`src/rtl/div.sv`:
```
// Iterative restoring divider: one quotient bit per clock, WIDTH+3 cycles
// from accepted start to posted result.
//
// Optional feature: define DIV_SIGNED_EN for two's complement division
// (quotient truncates toward zero, remainder takes the dividend's sign).
// Without it both operands are unsigned; latency is identical.
//
// Ports:
//   clk      - clock, rising edge
//   reset_n  - synchronous active-low reset
//   inA      - dividend
//   inB      - divisor
//   AtivDiv  - start request, rising edge detected on clk
//   outHI    - remainder (registered)
//   outLO    - quotient (registered)
//   busy     - operation in progress
//   done     - one-cycle pulse when a result or divide-by-zero is posted
//   divZero  - last accepted operation had inB == 0
module div #(
  parameter int unsigned WIDTH = 32
) (
  input  logic             clk,
  input  logic             reset_n,
  input  logic [WIDTH-1:0] inA,
  input  logic [WIDTH-1:0] inB,
  input  logic             AtivDiv,
  output logic [WIDTH-1:0] outHI,
  output logic [WIDTH-1:0] outLO,
  output logic             busy,
  output logic             done,
  output logic             divZero
);

  localparam int unsigned CW = $clog2(WIDTH + 1);

  typedef enum logic [1:0] {IDLE, PREP, ITER, FIX} state_t;

  state_t           state, state_d;
  logic             prev_ativ;
  logic             start_c;
  logic [CW-1:0]    cnt;
  logic [WIDTH-1:0] rem;      // partial remainder
  logic [WIDTH-1:0] quo;      // dividend shifting out / quotient shifting in
  logic [WIDTH-1:0] dvs;      // divisor (magnitude in signed build)
`ifdef DIV_SIGNED_EN
  logic             neg_q;
  logic             neg_r;
`endif

  // Restoring step: shift next dividend bit into remainder, try subtract.
  logic [WIDTH:0]   rem_sh;
  logic [WIDTH-1:0] diff;
  logic             ge;

  always_comb begin
    rem_sh = {rem, quo[WIDTH-1]};
    ge     = (rem_sh >= {1'b0, dvs});
    // Only consumed when ge, where the true difference is below dvs.
    diff   = rem_sh[WIDTH-1:0] - dvs;
  end

  // State register
  always_ff @(posedge clk) begin
    if (!reset_n) state <= IDLE;
    else          state <= state_d;
  end

  // Next state and start qualification
  always_comb begin
    state_d = state;
    start_c = 1'b0;
    case (state)
      IDLE: begin
        if (AtivDiv && !prev_ativ) begin
          start_c = 1'b1;
          if (inB != '0) state_d = PREP;
        end
      end
      PREP:    state_d = ITER;
      ITER:    if (cnt == CW'(1)) state_d = FIX;
      FIX:     state_d = IDLE;
      default: state_d = IDLE;
    endcase
  end

  // Datapath and registered outputs
  always_ff @(posedge clk) begin
    if (!reset_n) begin
      prev_ativ <= 1'b0;
      cnt       <= '0;
      rem       <= '0;
      quo       <= '0;
      dvs       <= '0;
      outHI     <= '0;
      outLO     <= '0;
      busy      <= 1'b0;
      done      <= 1'b0;
      divZero   <= 1'b0;
`ifdef DIV_SIGNED_EN
      neg_q     <= 1'b0;
      neg_r     <= 1'b0;
`endif
    end else begin
      prev_ativ <= AtivDiv;
      done      <= 1'b0;
      case (state)
        IDLE: begin
          busy <= 1'b0;
          if (start_c) begin
            quo     <= inA;
            dvs     <= inB;
            busy    <= 1'b1;
            divZero <= (inB == '0);
            done    <= (inB == '0);
`ifdef DIV_SIGNED_EN
            neg_q   <= inA[WIDTH-1] ^ inB[WIDTH-1];
            neg_r   <= inA[WIDTH-1];
`endif
          end
        end
        PREP: begin
          rem <= '0;
          cnt <= CW'(WIDTH);
`ifdef DIV_SIGNED_EN
          // Most negative value maps to itself, read as unsigned magnitude.
          if (quo[WIDTH-1]) quo <= ~quo + WIDTH'(1);
          if (dvs[WIDTH-1]) dvs <= ~dvs + WIDTH'(1);
`endif
        end
        ITER: begin
          rem <= ge ? diff : rem_sh[WIDTH-1:0];
          quo <= {quo[WIDTH-2:0], ge};
          cnt <= cnt - CW'(1);
        end
        FIX: begin
`ifdef DIV_SIGNED_EN
          outLO <= neg_q ? (~quo + WIDTH'(1)) : quo;
          outHI <= neg_r ? (~rem + WIDTH'(1)) : rem;
`else
          outLO <= quo;
          outHI <= rem;
`endif
          done  <= 1'b1;
          busy  <= 1'b0;
        end
        default: busy <= 1'b0;
      endcase
    end
  end

endmodule
```
`config.mk`:
```
export PLATFORM = sky130hd
export DESIGN_NAME = div
export DESIGN_NICKNAME = d
export VERILOG_FILES = /design/src/rtl/div.sv
export SDC_FILE = /design/constraint.sdc
export NUM_CORES = 1
export LEC_CHECK = 0
export ABC_AREA = 1
export BUFFER_PORTS_ARGS = -buffer_cell sky130_fd_sc_hd__clkbuf_2
export CORE_MARGIN = 1.5
export CORE_UTILIZATION = 58
export DETAILED_ROUTE_END_ITERATION = 12
export GPL_TIMING_DRIVEN = 0
export PLACE_DENSITY = 0.81
export SLEW_MARGIN = 20
export SYNTH_ARGS = -nofsm -noshare
export SYNTH_HDL_FRONTEND = slang
export SYNTH_SLANG_ARGS = --single-unit
```
`constraint.sdc`:
```
create_clock -name clk -period 2 [get_ports clk]
set_input_delay 0.2 -clock clk [delete_from_list [all_inputs] [get_ports clk]]
set_output_delay 0.2 -clock clk [all_outputs]
set_load 0.02 [all_outputs]
```
## After elaboration in Yosys (flattened, before gate mapping)

Index checks and enable logic that the tools add are counted.

| operators by class | value |
|---|---|
| magnitude comparators | 1 |
| equal/unequal tests | 8 |
| add/sub/neg operators | 2 |
| reductions and logical operators | 11 |
| muxes and demuxes | 15 |

Operator list:

| cell | count |
|---|---|
| one-hot mux 32 bit (2 select lines) | 2 |
| 2-to-1 mux 32 bit | 2 |
| >= comparator 33 x 32 -> 1 bit | 1 |
| zero test 32 bit | 1 |
| nonzero test 32 bit | 1 |
| subtractor 32 bit | 1 |
| one-hot mux 6 bit (2 select lines) | 1 |
| != test 2 bit, second input constant | 4 |
| one-hot mux 2 bit (4 select lines) | 1 |
| == test 6 x 1 -> 1 bit, second input constant | 1 |
| 2-to-1 mux 2 bit | 3 |
| nonzero test 2 bit | 3 |
| subtractor 6 x 1 -> 6 bit, second input constant | 1 |
| == test 2 bit, second input constant | 2 |
| 2-to-1 mux 1 bit | 4 |
| one-hot mux 1 bit (2 select lines) | 2 |
| AND reduction 2 bit | 2 |
| AND reduction 3 bit | 1 |
| == test 2 x 1 -> 1 bit, second input constant | 1 |
| zero test 2 bit | 1 |
| logical AND 1 bit | 1 |
| zero test 1 bit | 1 |

| word-level totals | value |
|---|---|
| bits of input ports | 67 |
| output and inout port bits | 67 |
| flip-flop bits (word level) | 172 |

## Longest topological paths before layout

| depth | value |
|---|---|
| depth in word-level cells | 6 |
| depth in mapped cells | 16 |
| depth with buffers taken out | 16 |

## Least setup slack after synthesis

Ideal clock, no wire load.

| timing path | value |
|---|---|
| path type | register -> register |
| start | register dvs[8] |
| end | register rem[10] |
| clock period less this slack | 1.846 ns |
| setup time | 0.114 ns |
| data required time | 1.886 ns |
| setup slack | 0.154 ns |
| arrival time | 1.732 ns |
| stages on the path, launching flop included | 16 |
| cells stage by stage | dfxtp_1 > inv_1 > ha_1 > nand2_1 > inv_1 > nand2_1 > nand2_1 > inv_1 > nand3_2 > nand2_1 > nand2_1 > nand2_2 > buf_2 > nand3_1 > nand3_1 > nand2_1 |

| on the way | value |
|---|---|
| word-level cells in the longest chain between the ends | 3 |
| elaborated cells on any way between the ends | 4 |

Ends and longest elaborated chain:

| what | RTL line | source |
|---|---|---|
| start, declared | 44 | `logic [WIDTH-1:0] dvs;` |
| start signal, assigned | 111 | `dvs <= inB;` |
| subtractor 32 bit / >= comparator 33 x 32 -> 1 bit (equally long branches) | 59, 57 |  |
| 2-to-1 mux 32 bit (*) | 131 | `rem <= ge ? diff : rem_sh[WIDTH-1:0];` |
| one-hot mux 32 bit (2 select lines) (*) | 106 | `case (state)` |
| end signal, assigned | 131 |  |
| end, declared | 42 | `logic [WIDTH-1:0] rem;` |

Mark *: on every way between the ends. The rest lies on a longest branch, timed or not.
A chain may end at the register's enable or synchronous reset.

## Worst setup path in the final report

| timing path | value |
|---|---|
| start | register dvs[17] |
| end | register rem[0] |

| on the way | value |
|---|---|
| word-level cells in the longest chain between the ends | 3 |

Ends and longest elaborated chain:

| what | RTL line | source |
|---|---|---|
| >= comparator 33 x 32 -> 1 bit | 57 | `ge = (rem_sh >= {1'b0, dvs});` |
| 2-to-1 mux 32 bit | 131 |  |
| one-hot mux 32 bit (2 select lines) | 106 |  |

No other way between the ends.

==> impl_metrics.env <==
export IMPL_status="finished, violations left"
export IMPL_violations="setup timing"
export IMPL_worstReg2RegEnd="rem[0]"
export IMPL_rsz0062_at_grt="true"
export IMPL_layout_min_cycle_time_ps=2119
export IMPL_fp_dieH_um=129.4
export IMPL_place_port_buffers=132
export IMPL_yosys_area_top_type="dfxtp_1"
export IMPL_final_cell_mix="359 x nand2_1, 168 x inv_1, 145 x dfxtp_1"
export IMPL_clockRootBuffer="clkbuf_16"
export IMPL_final_period_utilization=1.060
export IMPL_power_density_nw_per_um2=1177
export IMPL_cts_made_buffers=17
export IMPL_diodes=0
export IMPL_pin_count=134
export IMPL_grt_start_max_net_pins=19
export IMPL_r2r_cells=15
export IMPL_drt_wl_total_mm=29.54
export IMPL_nets=1748
export IMPL_synth_area_leaders="dfxtp_1 37%, nand2_1 17%, inv_1 7.9%, o21ai_0 7.0%, nor2_1 6.0%"
export IMPL_stdcell_count=1872
export IMPL_final_util=0.7825
export IMPL_tightest_slew_ps=788.8
export IMPL_grt_pass1_vias=9432
export IMPL_core_um2=15770
export IMPL_layout_drive_gt1_share=0.2639
export IMPL_placed_cells=1784
export IMPL_drv_slew=0
export IMPL_num_vias=10116
export IMPL_r2r_setup_slack_ps=-120
export IMPL_arrival_ps=2450
export IMPL_crit_path_cell_trace="inv_1, ha_4, nand2_2, nor2_4, nand2_2, nor2_4, nand2_2, nand3_2, a21oi_4, buf_12, nand2_8, clkbuf_16, nand2_2, nand3_2, nand2_1"
export IMPL_leakage_nw=6.160
export IMPL_fmax_mhz=471.9
export IMPL_mostFrequentLayoutCell="nand2_1"
export IMPL_slew_headroom=0.4693
export IMPL_yosysWarnings=0
export IMPL_whs_ps=4.044
export IMPL_slowest_delay_ps=310
export IMPL_fin_ws_ps=-119.2
export IMPL_slowest_stage="dfxtp_1"
export IMPL_design_area_um2=12340
export IMPL_routedWlPerCell_um=15.78
export IMPL_path_clk_slew_ps=80
export IMPL_drt_iter0_markers=718
export IMPL_crit_type="reg -> reg"
export IMPL_crit_top_cell="nand2_2"
export IMPL_worstReg2RegStart="dvs[17]"
export IMPL_synth_seq_cells=172
export IMPL_seq_area_frac_synth=0.3716
export IMPL_num_rows=46
export IMPL_pre_cts_ws_ps=-302.3
export IMPL_syn_avg_cell_area_um2=6.452
export IMPL_cp_num_cells=15
export IMPL_cts_sinks=172
export IMPL_hp_start="inA[7]"
export IMPL_area_growth_pct=33.19
export IMPL_start_util=0.5875
export IMPL_critPathRequiredTime_ps=2340
export IMPL_drtPass1Iterations=6
export IMPL_crit_path_end="rem[0]"
export IMPL_syn_nets=1541
export IMPL_startpoint_type="flip-flop"
export IMPL_cts_tree="built"
export IMPL_dieArea_um2=16740
export IMPL_min_path_cells=3
export IMPL_cp_startpoint="dvs[17]"
export IMPL_critPathMaxFanout=7
export IMPL_antenna_found_initial=0
export IMPL_worstHoldPathType="in -> reg"
export IMPL_hold_viol_final=0
export IMPL_gp_congestion=0.9195
export IMPL_synth_area_um2=9265
export IMPL_finClkSkew_ps=11.68
export IMPL_clock_latency_ps=450
export IMPL_cap_violations=0
export IMPL_drc=0
export IMPL_viasPerCell=5.404
export IMPL_cts_max_path_buffers=2
export IMPL_crit_buf_inv=3
export IMPL_syn_inst=1436
export IMPL_grt_overflow=0
export IMPL_setup_viol=32
export IMPL_yosysTopAreaCellShare=0.3716
export IMPL_drtAntennaViolNets=0
export IMPL_htreeDepth=4
export IMPL_dpl_cell_area_um2=10200
export IMPL_grt_usage=0.3449
export IMPL_grt_pass1_wl_mm=45.26
export IMPL_endpoint_kind="flip-flop"
export IMPL_cp_top_family="simple AND/OR/NAND/NOR gates"
export IMPL_die_w_um=129.4
export IMPL_ir_drop_uv=718.3
export IMPL_dp_hpwl_mm=19.73
export IMPL_synth_cell_types=36
## area by class of cell
| class | count | area [um2] |
|---|---|---|
| Fill cell | 1150 | 3430 |
| Clock inverter | 14 | 145.1 |
| Timing Repair Buffer | 190 | 1229 |
| Buffer | 61 | 327.8 |
| Clock buffer | 18 | 439.2 |
| Inverter | 199 | 748.2 |
| Multi-Input combinational cell | 1002 | 5704 |
| Tap cell | 216 | 270.3 |
| Sequential cell | 172 | 3477 |
## kinds of logic (layout without fill, tap and decap cells)
| logic type | after synthesis | after routing | share of synthesized area |
|---|---|---|---|
| AOI/OAI and AO/OA | 249 | 249 | 0.1419 |
| xor gates and xnor gates | 16 | 16 | 0.01513 |
| adders and majority gates | 38 | 38 | 0.05213 |
| buffers and inverters | 262 | 482 | 0.1098 |
| DFF | 172 | 172 | 0.3716 |
| and+or+nand+nor | 699 | 699 | 0.3094 |
## state kept, by name, indices dropped and copies added, names as in the netlist, 2 cells and up
name / flops
state: 2
outHI: 32
outLO: 32
rem: 32
quo: 32
cnt: 6
dvs: 32
## worst register-to-register path: cells and delay by family (launching register included)
| family | cells | cell delay, ps |
|---|---|---|
| simple gates | 10 | 930 |
| buf+inv | 3 | 380 |
| flops | 1 | 310 |
| fa+ha+maj | 1 | 310 |
| compound gates | 1 | 70 |
## how the worst min path moves through the flow
stage,to
floorplan,prev_ativ
global placement,prev_ativ
detailed placement,prev_ativ
CTS,quo[7]
global route,quo[10]
finish,quo[7]
## Yosys cell counts (all sizes together)
master  number
a221oi       1
ha          37
or2          1
nand4        3
xnor2       13
and2         4
nor3         8
a31oi       32
o31ai        1
o21ai      130
clkbuf      50
nand3b      18
fa           1
nand2      433
inv        198
xor2         3
o21bai       1
a21oi       82
clkinv       1
buf         13
dfxtp      172
o32ai        1
nor4         5
nand3       77
nor2       150
o22ai        1
## metrics by stage
stage	power [mW]	setup TNS [ps]
after floorplan	8.149	0
after global placement	9.438	-8522
after detailed placement	9.548	-10260
after CTS	13.78	0
after global routing	15.35	-4701
final	14.53	-2145
## what timing repair did
action,in CTS,in global routing
endpoints found under the hold margin,21,0
buffers inserted,21,13
gates cloned,1,2
gates resized for setup,146,129
hold buffers,21,0
setup endpoints to repair,44,100
pin swaps,32,41
## power by group
part           switching [mW]  leakage, nW  total (mW)  internal [mW]
registers               0.408         1.42        4.54           4.13
clock network            1.66        0.287        3.36           1.70
logic                    4.21         4.46        6.63           2.42
## routing by layer
metal | global-route usage | vias up | share of wire
li1 | - | 4962 | -
met1 | 0.4086 | 4620 | 0.40
met2 | 0.5986 | 436 | 0.49
met5 | 0 | - | 0
met4 | 0.1593 | 0 | 0.038
met3 | 0.07308 | 98 | 0.071
Note: power is estimated with default switching activity, not from simulation.
